==> config.mk <==
export PLATFORM = sky130hd
export DESIGN_NAME = aes_128_arbiter
export DESIGN_NICKNAME = d
export VERILOG_FILES = /design/src/rtl/aes_128_arbiter.sv
export SDC_FILE = /design/constraint.sdc
export NUM_CORES = 1
export LEC_CHECK = 0
export BUFFER_PORTS_ARGS = -buffer_cell sky130_fd_sc_hd__buf_2
export CORE_AREA = 2 2 612 614
export DETAILED_ROUTE_END_ITERATION = 7
export DIE_AREA = 0 0 614 616
export GPL_TIMING_DRIVEN = 1
export PLACE_DENSITY = 0.34
export SKIP_CTS_REPAIR_TIMING = 1
export SKIP_LAST_GASP = 1
export SLEW_MARGIN = 20
export SYNTH_ARGS = -nofsm -noshare
export SYNTH_HDL_FRONTEND = slang
export SYNTH_SLANG_ARGS = --single-unit
==> constraint.sdc <==
create_clock -name clk -period 2.4 [get_ports clk]
set_input_delay 0.12 -clock clk [delete_from_list [all_inputs] [get_ports clk]]
set_output_delay 0.12 -clock clk [all_outputs]
set_load 0.03 [all_outputs]
==> src/rtl/aes_128_arbiter.sv <==
// aes_128_arbiter: round-robin sharing of one fixed-latency aes_128 pipeline; AES_ARB_STATS_EN adds issue/stall/wait counters
module aes_128_arbiter #(
   parameter int NUM_REQ = 4,
   parameter int LATENCY = 21,
   parameter int ID_W = 2
) (
   input  logic                   clk,
   input  logic                   rst,
   input  logic                   en,
   input  logic [NUM_REQ-1:0]     req_valid,
   output logic [NUM_REQ-1:0]     req_ready,
   input  logic [NUM_REQ*128-1:0] req_state,
   input  logic [NUM_REQ*128-1:0] req_key,
   output logic [127:0]           core_state,
   output logic [127:0]           core_key,
   input  logic [127:0]           core_out,
   output logic [NUM_REQ-1:0]     rsp_valid,
   output logic [127:0]           rsp_data,
   output logic [ID_W-1:0]        rsp_id,
   output logic                   busy
`ifdef AES_ARB_STATS_EN
   ,
   output logic [31:0]            issue_cnt,
   output logic [31:0]            stall_cnt,
   output logic [15:0]            max_wait
`endif
);
   typedef enum logic [1:0] {IDLE, RUN, DRAIN} state_t;
   state_t state;
   logic [ID_W-1:0] ptr;
   logic [ID_W-1:0] gnt_id;
   logic gnt;
   logic [LATENCY-1:0] tag_v;
   logic [ID_W-1:0] tag_id [LATENCY];
   // round-robin search starting one past the last granted requester
   always_comb begin
      gnt = 1'b0;
      gnt_id = '0;
      for (int k = 1; k <= NUM_REQ; k++) begin
         if (state == RUN && en && !gnt && req_valid[(int'(ptr) + k) % NUM_REQ]) begin
            gnt = 1'b1;
            gnt_id = ID_W'((int'(ptr) + k) % NUM_REQ);
         end
      end
   end
   assign req_ready = gnt ? NUM_REQ'(1) << gnt_id : '0;
   assign rsp_data = |rsp_valid ? core_out : '0;
   assign busy = state != IDLE || |tag_v || |rsp_valid;
   // control state; grants only happen in RUN, so DRAIN just waits for the pipe to empty
   always_ff @(posedge clk) begin
      if (rst) state <= IDLE;
      else state <= en ? RUN : (state == IDLE || !(|tag_v)) ? IDLE : DRAIN;
   end
   // core input registers, valid tag pipe, response register and pointer
   always_ff @(posedge clk) begin
      if (rst) begin
         ptr <= ID_W'(NUM_REQ - 1);
         core_state <= '0;
         core_key <= '0;
         tag_v <= '0;
         rsp_valid <= '0;
         rsp_id <= '0;
      end else begin
         ptr <= gnt ? gnt_id : ptr;
         core_state <= gnt ? req_state[128*gnt_id +: 128] : '0;
         core_key <= gnt ? req_key[128*gnt_id +: 128] : '0;
         tag_v <= {tag_v[LATENCY-2:0], gnt};
         rsp_valid <= tag_v[LATENCY-1] ? NUM_REQ'(1) << tag_id[LATENCY-1] : '0;
         rsp_id <= tag_v[LATENCY-1] ? tag_id[LATENCY-1] : rsp_id;
      end
   end
   // requester IDs travel alongside the valid bits; qualified by tag_v so no reset needed
   always_ff @(posedge clk) begin
      tag_id[0] <= gnt_id;
      for (int i = 1; i < LATENCY; i++) tag_id[i] <= tag_id[i-1];
   end
`ifdef AES_ARB_STATS_EN
   logic [15:0] wait_cnt [NUM_REQ];
   // grant count, stalled RUN cycles and longest pre-grant wait
   always_ff @(posedge clk) begin
      if (rst) begin
         issue_cnt <= '0;
         stall_cnt <= '0;
         max_wait <= '0;
         for (int i = 0; i < NUM_REQ; i++) wait_cnt[i] <= '0;
      end else begin
         issue_cnt <= issue_cnt + 32'(gnt);
         stall_cnt <= stall_cnt + 32'(state == RUN && en && |req_valid && !gnt);
         for (int i = 0; i < NUM_REQ; i++)
            wait_cnt[i] <= (req_valid[i] && !req_ready[i]) ? (&wait_cnt[i] ? wait_cnt[i] : wait_cnt[i] + 16'd1) : '0;
         if (gnt && wait_cnt[gnt_id] > max_wait) max_wait <= wait_cnt[gnt_id];
      end
   end
`endif
endmodule

After elaboration in Yosys (flattened, before gate mapping). Memories as Yosys holds them, arrays and structs flattened. Cells that the tools add are included.

Flip-flop bits (word level): 287. Bits in writable memories: 42. Input port bits: 1159. Word-level logic and storage cells: 78. Memories kept: 1.

Memory list: tag_id (depth 21, bits a word 2, rd ports 21, clocked after Yosys merged registers in 0, wr ports 21, line 34) `logic [ID_W-1:0] tag_id [LATENCY];`.

$add $sub $neg: 4. $lt $le $gt $ge: 4. Eq/ne operators: 1. Shifts and indexed selects: 4. Mux-type cells: 24. Bitwise operators: 6. Reduce and logical (&&, ||, !) cells: 26.

Operators with widths (number): variable part select 512 x 10 -> 128 bit (2); 2-to-1 mux 128 bit (1); OR reduction 21 bit (1); < comparator 3 x 4 -> 1 bit, second input constant (4); OR reduction 2 bit (7); 2-to-1 mux 1 bit (13); 2-to-1 mux 2 bit (5); binary-select mux 1 bit (select 2 bit) (4); logical AND 1 bit (8); << shifter 1 x 2 -> 4 bit, first input constant (2); adder 2 x 1 -> 2 bit, second input constant (2); adder 2 bit, second input constant (2); bitwise AND 1 bit, first input constant (4); logical NOT 1 bit (4); 2-to-1 mux 4 bit (1); OR reduction 4 bit (1); logical OR 1 bit (3); equality test 2 x 1 -> 1 bit, second input constant (1); logical NOT 2 bit (1); NOT 1 bit (2); nonzero test 2 bit (1).

Longest topological paths before layout.
Depth after elaboration: 22. Mapped depth: 8.

Least setup slack after synthesis. Ideal clock, no wire load.

Path kind: register -> output. Start point: register ptr[0]. End point: output port req_ready[3]. Arrival: 2.114 ns. Data required time: 2.280 ns. Slack: 0.166 ns. Stages on the path, launching flop included: 8. Buffers on the path: 3. Path through: dfxtp_1 -> nand2b_1 -> and3_1 -> a2111o_1 -> buf_2 -> buf_8 -> buf_6 -> nor3_1.

Word-level cells in the longest chain between the ends: 20. Elaborated cells between the ends (all ways): 36. Those cells by class: add/sub (4); shift (1); mux (21); reduce/logical (10).

RTL lines: start: declaration (line 30) `logic [ID_W-1:0] ptr;`; start signal: assignment (line 57) `ptr <= ID_W'(NUM_REQ - 1);`; start signal: assignment (line 64) `ptr <= gnt ? gnt_id : ptr;`; adder 2 x 1 -> 2 bit (line 40, 42); binary-select mux 1 bit (select 2 bit) (line 40) `if (state == RUN && en && !gnt && req_valid[(int'(ptr) + k) % NUM_REQ]) begin`; 2-to-1 mux 1 bit (implied by the code) (2 in a row) (line 40); logical AND 1 bit (line 40); 2-to-1 mux 1 bit (line 40); logical NOT 1 bit (line 40); logical AND 1 bit (2 in a row) (line 40); 2-to-1 mux 1 bit (line 40); logical NOT 1 bit (line 40); logical AND 1 bit (2 in a row) (line 40); 2-to-1 mux 1 bit (line 40); logical NOT 1 bit (line 40); logical AND 1 bit (2 in a row) (line 40); 2-to-1 mux 2 bit (line 40); << shifter 1 x 2 -> 4 bit (line 46) `assign req_ready = gnt ? NUM_REQ'(1) << gnt_id : '0;`; 2-to-1 mux 4 bit (*) (line 46); end: declaration (line 11) `output logic [NUM_REQ-1:0] req_ready,`.

Mark *: on every way between the ends. The rest lies on a longest branch, timed or not. The select of a mux whose other input is x is not followed.

Final worst setup path.
Start point: register state[1]. End point: output port req_ready[3].

Word-level cells in the longest chain between the ends: 18. Elaborated cells between the ends (all ways): 22. Those cells by class: eq/ne (1); shift (1); mux (9); reduce/logical (11).

RTL lines: start: declaration (line 29) `state_t state;`; start signal: assignment (line 52) `else state <= en ? RUN : (state == IDLE || !(|tag_v)) ? IDLE : DRAIN;`; equality test 2 x 1 -> 1 bit (*) (line 40); logical AND 1 bit (*) (line 40); logical AND 1 bit (line 40); 2-to-1 mux 1 bit (line 40); logical NOT 1 bit (line 40); logical AND 1 bit (2 in a row) (line 40); 2-to-1 mux 1 bit (line 40); logical NOT 1 bit (line 40); logical AND 1 bit (2 in a row) (line 40); 2-to-1 mux 1 bit (line 40); logical NOT 1 bit (line 40); logical AND 1 bit (2 in a row) (line 40); 2-to-1 mux 2 bit (line 40); << shifter 1 x 2 -> 4 bit (line 46); 2-to-1 mux 4 bit (*) (line 46).

Mark *: on every way between the ends. The rest lies on a longest branch, timed or not.

==> results_dict.tcl <==
set metrics [dict create \
    cp_num_cells 6 \
    grt_pass1_wl_um 332000 \
    crit_buf_inv 3 \
    synth_seq_cells 329 \
    synthArstFlopShare_pct 0 \
    final_util_pct 14.7 \
    cts_tree "yes" \
    synth_top_flop_cell "dfxtp_1" \
    power.switching_mw 7.06 \
    min_period_over_period_pct 111 \
    start_kind "register" \
    drc 16 \
    synthTopCellsByArea "nor4b_1, mux2i_1, dfxtp_1" \
    die_y_um 616 \
    layout_common_cells "buf_2, nor4b_1, dlygate4sd3_1" \
    synth_area_um2 26700 \
    top_layer "met5" \
    cap_violations 0 \
    gp_congestion 0.948 \
    multi_input_area_um2 18600 \
    avgSynthCellArea_um2 9.64 \
    cpLargestDelayFamily "buffers and inverters" \
    violations "DRC, hold timing, setup timing" \
    viasPerCell 3.53 \
    crit_start "state[1]" \
    intPower_mw 14.1 \
    peakVddDrop_mv 0.633 \
    min_period_ns 2.66 \
    synth_edf_count 0 \
    num_rows 224 \
    final_common_cell "buf_2" \
    max_clock_freq_ghz 0.376 \
    wl_um 277000 \
    cp_cell_sequence "nand3b_1 > buf_12 > a2111o_2 > clkbuf_16 > nor3_2 > buf_4" \
    power_switching_share_pct 33.3 \
    drtPass1Iterations 8 \
    hp-start "req_state[71]" \
    critPathArrivalTime_ns 2.54 \
    htree_levels 2 \
    drt_iter0_drc 2913 \
    setup_tns_ns -4.59 \
    seqCellArea_um2 6590 \
    report.final.hold_viol_count 2 \
    layout-drive-gt1-share_pct 39.7 \
    leakage_nw 21.7 \
    finClkSkew_ns 0.0752 \
    critical_path.slowest_cell "a2111o_2" \
    ios 1554 \
    clockBufferDepth 3 \
    rr_endpoint "core_state[122]" \
    hpwlAfterDp_um 229000 \
    synth.distinct_cells 34 \
    power_density_nw_per_um2 389 \
    status "finished with violations" \
    synthDominantCellAreaShare_pct 33.6 \
    cts_made_buffers 56 \
    ys_seq_area_share_pct 24.7 \
    ant_nets 0 \
    clk-insertion-delay-late_ns 0.75 \
    holdWs_ns -0.0319 \
    power_frac_clock_pct 44.9 \
    ys_warn_count 0 \
    wl_met2_um 130000 \
    nets 6315 \
    regToRegStartpoint "state[1]" \
    max_stage_delay_ns 0.49 \
    rsz0062_at_grt "true" \
    crit_end "req_ready[3]" \
    die_w_um 614 \
    setup_viol 78 \
    clkTransAtPathRegs_ns 0.06 \
    syn_nets 3924 \
    nFillCells 42400 \
    die-area_um2 378000 \
    whs_path_depth 4 \
    min_path_type "in -> reg" \
    grt_max_degree 107 \
    grt-ovfl-total 0 \
    antenna_found_initial 303 \
    crit_required_ns 2.28 \
    syn_inst 2765 \
    grt_use_total_pct 13.3 \
    pwr-share-seq_pct 26.7 \
    core_um2 371000 \
    drt-wirelength-per-cell_um 26.9 \
    dr_wl_met3_um 23000 \
    slew_headroom_pct 38.0 \
    end_kind "output pin" \
    slew_viol_final 0 \
    cts_root_buffer "clkbuf_16" \
    start_util_pct 7.18 \
    clkSinkCount 329 \
    path_class "reg -> out" \
    worstPathMaxFanout 5 \
    num_vias 36400 \
    io_buffers 1553 \
    r2r_slack_ns -0.10 \
    worst_slew_pin_slew_ns 0.916 \
    setup_ws_ns -0.261 \
    yosys.area.top_type "nor4b_1" \
    grt_pass1_vias 31000 \
    p_comb_share_pct 28.5 \
    wl_met1_um 114000 \
    area_delta_synth_final_pct 104 \
    reg2regPathDepth 8 \
]
==> logic make-up after synthesis <==
| kind of cell | Yosys count | share of synthesized area [%] |
|---|---|---|
| DFF | 329 | 24.7 |
| muxes | 769 | 28.9 |
| AOI/OAI and AO/OA | 8 | 0.239 |
| buffers and inverters | 448 | 8.28 |
| and+or+nand+nor | 1211 | 37.9 |
==> metal layers <==
metal	vias to the layer above	GRT usage, %
li1	15800	-
met1	17900	15.5
met2	2012	22.5
met4	82	3.65
met3	584	5.10
met5	-	0
==> per-stage QoR <==
stage	power [mW]	std cells	hold WS (ns)	setup slack [ns]	instance area [um2]
2_1_floorplan	7.92	2765	0.199	0.166	26700
3_3_place_gp	10.1	9083	0.313	-0.259	41100
3_5_place_dp	10.1	9083	0.312	-0.150	41100
4_1_cts	20.0	9189	-0.513	-0.734	43100
5_1_grt	22.0	10200	-0.0102	-0.334	54400
6_report	21.2	10300	-0.0319	-0.261	54500
==> power by group through the flow <==
stage | clock network (mW) | registers [mW] | logic [mW]
2_1_floorplan | 0 | 5.95 | 1.97
3_3_place_gp | 0 | 5.77 | 4.34
3_5_place_dp | 0 | 5.76 | 4.36
4_1_cts | 9.97 | 5.65 | 4.38
5_1_grt | 10.1 | 5.65 | 6.31
6_report | 9.50 | 5.64 | 6.03
==> how the worst min path moves through the flow <==
stage / end / slack (ns)
2_1_floorplan: state[1] / 0.20
4_1_cts: state[1] / -0.51
6_report: core_state[71] / -0.03
5_1_grt: core_key[86] / -0.01
3_3_place_gp: tag_id[17][1] / 0.31
3_5_place_dp: tag_id[11][0] / 0.31
==> tightest hold or removal path, delay by kind of cell <==
kind / cells / cell delay [ns]
mux: 2 / 0.21
buf+inv: 1 / 0.16
simple gates: 1 / 0.17
==> synthesized netlist by cell type (7+ instances only) <==
| cell type | n |
|---|---|
| buf_8 | 11 |
| buf_1 | 20 |
| buf_6 | 20 |
| clkbuf_1 | 304 |
| nor3_1 | 7 |
| nor4b_1 | 1024 |
| buf_4 | 40 |
| nor4_1 | 7 |
| nor2b_1 | 151 |
| clkbuf_4 | 10 |
| nor2_1 | 8 |
| dfxtp_1 | 329 |
| mux2i_1 | 769 |
| buf_2 | 39 |
==> layout make-up <==
class | count | area share, %
repair buffers | 2778 | 38.0
multi-input cells | 1988 | 34.2
flip-flops and latches | 329 | 12.1
well taps | 4972 | 11.4
clock buffers | 75 | 2.91
clock inverters | 31 | 0.857
diodes | 115 | 0.528
inverters | 3 | 0.0436
==> flip-flops by register name, indices dropped and copies added (netlist names) <==
signal / cells
tag_v: 21
rsp_valid: 4
state: 2
ptr: 2
rsp_id: 2
core_state: 128
core_key: 128
tag_id: 42
Power figures use the tool's default switching activity.
